[src/rtl/sample_buffer.sv]
// Training-sample store: loads {target, x} pairs while idle, then replays them one per iteration.
// Optional continuous replay with stop_i is enabled by defining SAMPLE_BUFFER_LOOP_EN.
module sample_buffer #(
    parameter int unsigned DEPTH = 4,
    parameter int unsigned X_W   = 4,
    parameter int unsigned T_W   = 4
) (
    input  logic                       clk_i,
    input  logic                       rst_i,
    input  logic                       clear_i,
    input  logic                       wr_en_i,
    input  logic [X_W+T_W-1:0]         wr_data_i,
    input  logic                       start_i,
    input  logic                       next_i,
    input  logic                       stop_i,
    output logic [X_W-1:0]             x_o,
    output logic [T_W-1:0]             target_o,
    output logic                       valid_o,
    output logic [$clog2(DEPTH):0]     count_o,
    output logic                       full_o,
    output logic                       empty_o,
    output logic                       overflow_o,
    output logic                       epoch_done_o,
    output logic [7:0]                 epoch_cnt_o
);

    localparam int unsigned PW = $clog2(DEPTH);
    localparam int unsigned CW = PW + 1;
    localparam int unsigned DW = X_W + T_W;

    typedef enum logic [0:0] {StIdle, StRun} state_e;

    state_e          state_q, state_d;
    logic [PW-1:0]   wr_ptr_q, wr_ptr_d;
    logic [PW-1:0]   rd_ptr_q, rd_ptr_d;
    logic [CW-1:0]   count_q, count_d;
    logic [DW-1:0]   sample_q, sample_d;
    logic            valid_q, valid_d;
    logic            overflow_q, overflow_d;
    logic            epoch_done_q, epoch_done_d;
    logic [7:0]      epoch_cnt_q, epoch_cnt_d;

    logic [DW-1:0]   mem_q [DEPTH];
    logic            mem_we;
    logic            full;
    logic            last;
    logic [PW-1:0]   rd_next;

    assign full    = (count_q == CW'(DEPTH));
    assign last    = ({1'b0, rd_ptr_q} == (count_q - CW'(1)));
    assign rd_next = rd_ptr_q + PW'(1);

`ifndef SAMPLE_BUFFER_LOOP_EN
    logic unused_stop;
    assign unused_stop = stop_i;
`endif

    always_comb begin
        state_d      = state_q;
        wr_ptr_d     = wr_ptr_q;
        rd_ptr_d     = rd_ptr_q;
        count_d      = count_q;
        sample_d     = sample_q;
        valid_d      = valid_q;
        overflow_d   = overflow_q;
        epoch_done_d = 1'b0;
        epoch_cnt_d  = epoch_cnt_q;
        mem_we       = 1'b0;

        if (clear_i) begin
            state_d     = StIdle;
            wr_ptr_d    = '0;
            rd_ptr_d    = '0;
            count_d     = '0;
            sample_d    = '0;
            valid_d     = 1'b0;
            overflow_d  = 1'b0;
            epoch_cnt_d = '0;
        end else begin
            unique case (state_q)
                StIdle: begin
                    if (wr_en_i) begin
                        if (full) begin
                            overflow_d = 1'b1;
                        end else begin
                            mem_we   = 1'b1;
                            wr_ptr_d = wr_ptr_q + PW'(1);
                            count_d  = count_q + CW'(1);
                        end
                    end
                    // A write landing in an empty buffer is slot 0; bypass the array.
                    if (start_i && (count_q != '0 || mem_we)) begin
                        state_d  = StRun;
                        rd_ptr_d = '0;
                        valid_d  = 1'b1;
                        sample_d = (count_q == '0) ? wr_data_i : mem_q[0];
                    end
                end
                StRun: begin
                    if (wr_en_i) begin
                        overflow_d = 1'b1;
                    end
`ifdef SAMPLE_BUFFER_LOOP_EN
                    if (stop_i) begin
                        state_d  = StIdle;
                        rd_ptr_d = '0;
                        valid_d  = 1'b0;
                        sample_d = '0;
                    end else
`endif
                    if (next_i) begin
                        if (last) begin
                            epoch_done_d = 1'b1;
                            if (epoch_cnt_q != 8'hFF) begin
                                epoch_cnt_d = epoch_cnt_q + 8'd1;
                            end
                            rd_ptr_d = '0;
`ifdef SAMPLE_BUFFER_LOOP_EN
                            sample_d = mem_q[0];
`else
                            state_d  = StIdle;
                            valid_d  = 1'b0;
                            sample_d = '0;
`endif
                        end else begin
                            rd_ptr_d = rd_next;
                            sample_d = mem_q[rd_next];
                        end
                    end
                end
                default: begin
                    state_d = StIdle;
                    valid_d = 1'b0;
                end
            endcase
        end
    end

    always_ff @(posedge clk_i or negedge rst_i) begin
        if (!rst_i) begin
            state_q      <= StIdle;
            wr_ptr_q     <= '0;
            rd_ptr_q     <= '0;
            count_q      <= '0;
            sample_q     <= '0;
            valid_q      <= 1'b0;
            overflow_q   <= 1'b0;
            epoch_done_q <= 1'b0;
            epoch_cnt_q  <= '0;
        end else begin
            state_q      <= state_d;
            wr_ptr_q     <= wr_ptr_d;
            rd_ptr_q     <= rd_ptr_d;
            count_q      <= count_d;
            sample_q     <= sample_d;
            valid_q      <= valid_d;
            overflow_q   <= overflow_d;
            epoch_done_q <= epoch_done_d;
            epoch_cnt_q  <= epoch_cnt_d;
        end
    end

    // Storage needs no reset; only slots below count_q are ever read.
    always_ff @(posedge clk_i) begin
        if (mem_we) begin
            mem_q[wr_ptr_q] <= wr_data_i;
        end
    end

    assign x_o          = sample_q[X_W-1:0];
    assign target_o     = sample_q[DW-1:X_W];
    assign valid_o      = valid_q;
    assign count_o      = count_q;
    assign full_o       = full;
    assign empty_o      = (count_q == '0);
    assign overflow_o   = overflow_q;
    assign epoch_done_o = epoch_done_q;
    assign epoch_cnt_o  = epoch_cnt_q;

endmodule

[config.mk]
export PLATFORM = sky130hd
export DESIGN_NAME = sample_buffer
export DESIGN_NICKNAME = d
export VERILOG_FILES = /design/src/rtl/sample_buffer.sv
export SDC_FILE = /design/constraint.sdc
export NUM_CORES = 1
export LEC_CHECK = 0
export ABC_AREA = 1
export CAP_MARGIN = 20
export CORE_ASPECT_RATIO = 1.1
export CORE_MARGIN = 2
export CORE_UTILIZATION = 50
export CTS_BUF_LIST = sky130_fd_sc_hd__clkbuf_8 sky130_fd_sc_hd__clkbuf_16
export DETAILED_ROUTE_END_ITERATION = 10
export PLACE_DENSITY_LB_ADDON = 0.25
export SYNTH_ARGS = -nofsm -noshare
export SYNTH_HDL_FRONTEND = slang
export SYNTH_SLANG_ARGS = --single-unit
[constraint.sdc]
create_clock -name clk_i -period 2.9 [get_ports clk_i]
set_input_delay 0.58 -clock clk_i [delete_from_list [all_inputs] [get_ports clk_i]]
set_output_delay 0.58 -clock clk_i [all_outputs]
set_load 0.03 [all_outputs]
==> results_dict.tcl <==
set metrics [dict create \
    status "completed" \
    ios 39 \
    clockBufferDepth 2 \
    fin_worst_skew_ns 0.00650 \
    tritoncts "done" \
    grt_overflow 0 \
    p_int_mw 1.42 \
    combPwrFrac_pct 22.6 \
    hpwl_mm 4.65 \
    first_pass_iters 4 \
    ir_worst_vdd_uv 364 \
    finalHoldViolations 0 \
    drv_slew 0 \
    synth_seq_cells 59 \
    arrival_ns 2.01 \
    grt_pass1_wl_mm 11.1 \
    criticalPathCategory "flip-flop to output pin" \
    place.gp.congestion 0.856 \
    avgSynthCellArea_sq_um 8.52 \
    via_per_inst 5.00 \
    start_util_pct 52.2 \
    share_seq_of_total_power_pct 47.3 \
    fin_crit_sh_pct 89.4 \
    critPathCaptureType "output pin" \
    grt_max_degree 28 \
    yosys-top-cells-area "edfxtp_1 (32%), dfrtp_1 (22%), nand2_1 (15%)" \
    period_needed_ns 2.59 \
    die_area_sq_um 6700 \
    synth_common_cells "nand2_1 (122), nor2_1 (59), edfxtp_1 (32), nand3_1 (29), dfrtp_1 (27)" \
    setup_viol 0 \
    syn-num-nets 379 \
    synth_top_area_cell "edfxtp_1" \
    fin_util_pct 63.2 \
    synth_top_area_share_pct 31.7 \
    max_freq_mhz 386 \
    maxCapViolCount 0 \
    max_slew.worst_pin.slew_ns 0.421 \
    cts.sinks 59 \
    grt_pass1_vias 2374 \
    wire_per_inst_um 13.3 \
    areaGrowthSynthToFinish_pct 21.0 \
    slew_headroom_pct 71.9 \
    port_buffers 37 \
    rsz0062_at_grt "no" \
    switchingPower_mw 0.668 \
    cts-htree-levels 3 \
    postCtsSetupRepairBufs 0 \
    antenna_found_initial 0 \
    grt_util_all_layers_pct 21.9 \
    synthCells 356 \
    cts_inserted_buffers 9 \
    worstPathRequired_ns 2.32 \
    finalSetupTns_ns 0 \
    p_total_mw 2.09 \
    yosysUniqueCellTypes 28 \
    die_w_um 78.2 \
    antenna_cells 0 \
    yosysSeqAreaShare_pct 54.0 \
    crit_fanout 6 \
    fp-row-count 29 \
    path_clk_slew_ns 0.07 \
    p_leak_nw 1.61 \
    p_per_area_nw_per_um2 569 \
    vias 2431 \
    async_flop_share_pct 45.8 \
    postRouteAntennaNets 0 \
    yosys_warnings 0 \
    clkPwrFrac_pct 30.0 \
    netSwitchingFraction_pct 32.0 \
    cts_hold_buf 0 \
    netlist_area_sq_um 3030 \
    cts_resized 0 \
    core_area_sq_um 5810 \
    final_nets 427 \
    drt_iter0_drc 153 \
    synth-edff-count 32 \
    cts_root_buf "clkbuf_8" \
    synth-main-ff-cell "edfxtp_1" \
    place_ws_ns 0.399 \
    die_h_um 85.7 \
    synth.most_common_cell "nand2_1" \
    drc 0 \
    layout-drive-gt1-share_pct 10.5 \
    clock_latency_ns 0.34 \
    postRouteWirelength_mm 6.47 \
    startpoint_type "flip-flop" \
    hp-class "flip-flop to flip-flop" \
    worst_slack_ns 0.308 \
]
path summary, 6_finish.rpt:
kind / cells past startpoint / slack [ns] / start / to
setup / recovery: 5 / 0.31 / count_o[0] / full_o
hold / removal: 2 / 0.48 / valid_o / valid_o
setup reg to reg: 10 / 0.98 / count_o[0] / epoch_cnt_o[7]
hold reg to reg: 2 / 0.48 / valid_o / valid_o
max in group asynchronous: 2 / 2.00 / rst_i / epoch_cnt_o[6]
min in group asynchronous: 2 / 0.63 / rst_i / sample_q[6]
layer usage:
metal  GRT usage (%)  part of all wire [%]
met5               0                     0
met4            9.41                   1.5
met3            4.74                   4.4
met2            35.1                    48
met1            28.8                    46
registers in the layout (all words and copies together) (netlist names):
signal / cells
count_o: 3
epoch_cnt_o: 8
epoch_done_o: 1
mem_q: 32
overflow_o: 1
rd_ptr_q: 2
sample_q: 8
state_q: 1
valid_o: 1
wr_ptr_q: 2
through the flow:
step	hold slack, ns	instances	cell area [sq um]
2_1_floorplan	0.284	356	3030
3_3_place_gp	0.469	470	3500
3_5_place_dp	0.465	470	3500
4_1_cts	0.482	486	3660
5_1_grt	0.510	486	3670
6_report	0.477	486	3670
cell usage in the layout (no fill, tap or decap), drive strengths merged:
master,netlist,layout
nor2,61,61
o22ai,2,2
xor2,3,3
ha,8,8
clkinv,0,3
dfrtp,27,27
nand2,129,129
clkbuf,1,9
buf,6,7
a21oi,9,9
xnor2,2,2
dlymetal6s2s,0,1
nor3b,1,1
o21bai,1,1
clkinvlp,0,3
clkdlybuf4s50,0,36
inv,28,29
edfxtp,32,32
nand3,31,31
o21ai,15,15
worst max-delay path: stages, from the launching register on:
cell and delay (ns):
dfrtp_1 0.43, inv_1 0.17, ha_1 0.23, nand2_1 0.10, inv_1 0.07, clkdlybuf4s50_1 0.67
kinds of logic after synthesis:
family          synth area share, %
simple gates                   30.5
flops                          54.0
buf+inv                        5.24
compound gates                 5.24
fa+ha+maj                      3.30
xor+xnor                       1.69
power by group through the flow:
| stage | clock (mW) | sequential (mW) | combinational (mW) |
|---|---|---|---|
| CTS | 0.644 | 0.988 | 0.476 |
| finish | 0.627 | 0.988 | 0.473 |
| floorplan | 0 | 1.07 | 0.226 |
| global placement | 0 | 1.00 | 0.463 |
| detailed placement | 0 | 1.00 | 0.474 |
| global route | 0.679 | 0.996 | 0.525 |
area by class of cell:
class	instances	area [sq um]
clock buffers	9	124
clock inverters	7	43.8
fillers	503	2140
inverters	28	105
multi-input cells	262	1240
flip-flops and latches	59	1640
well taps	77	96.3
repair buffers	44	425
Power figures use the tool's default switching activity.
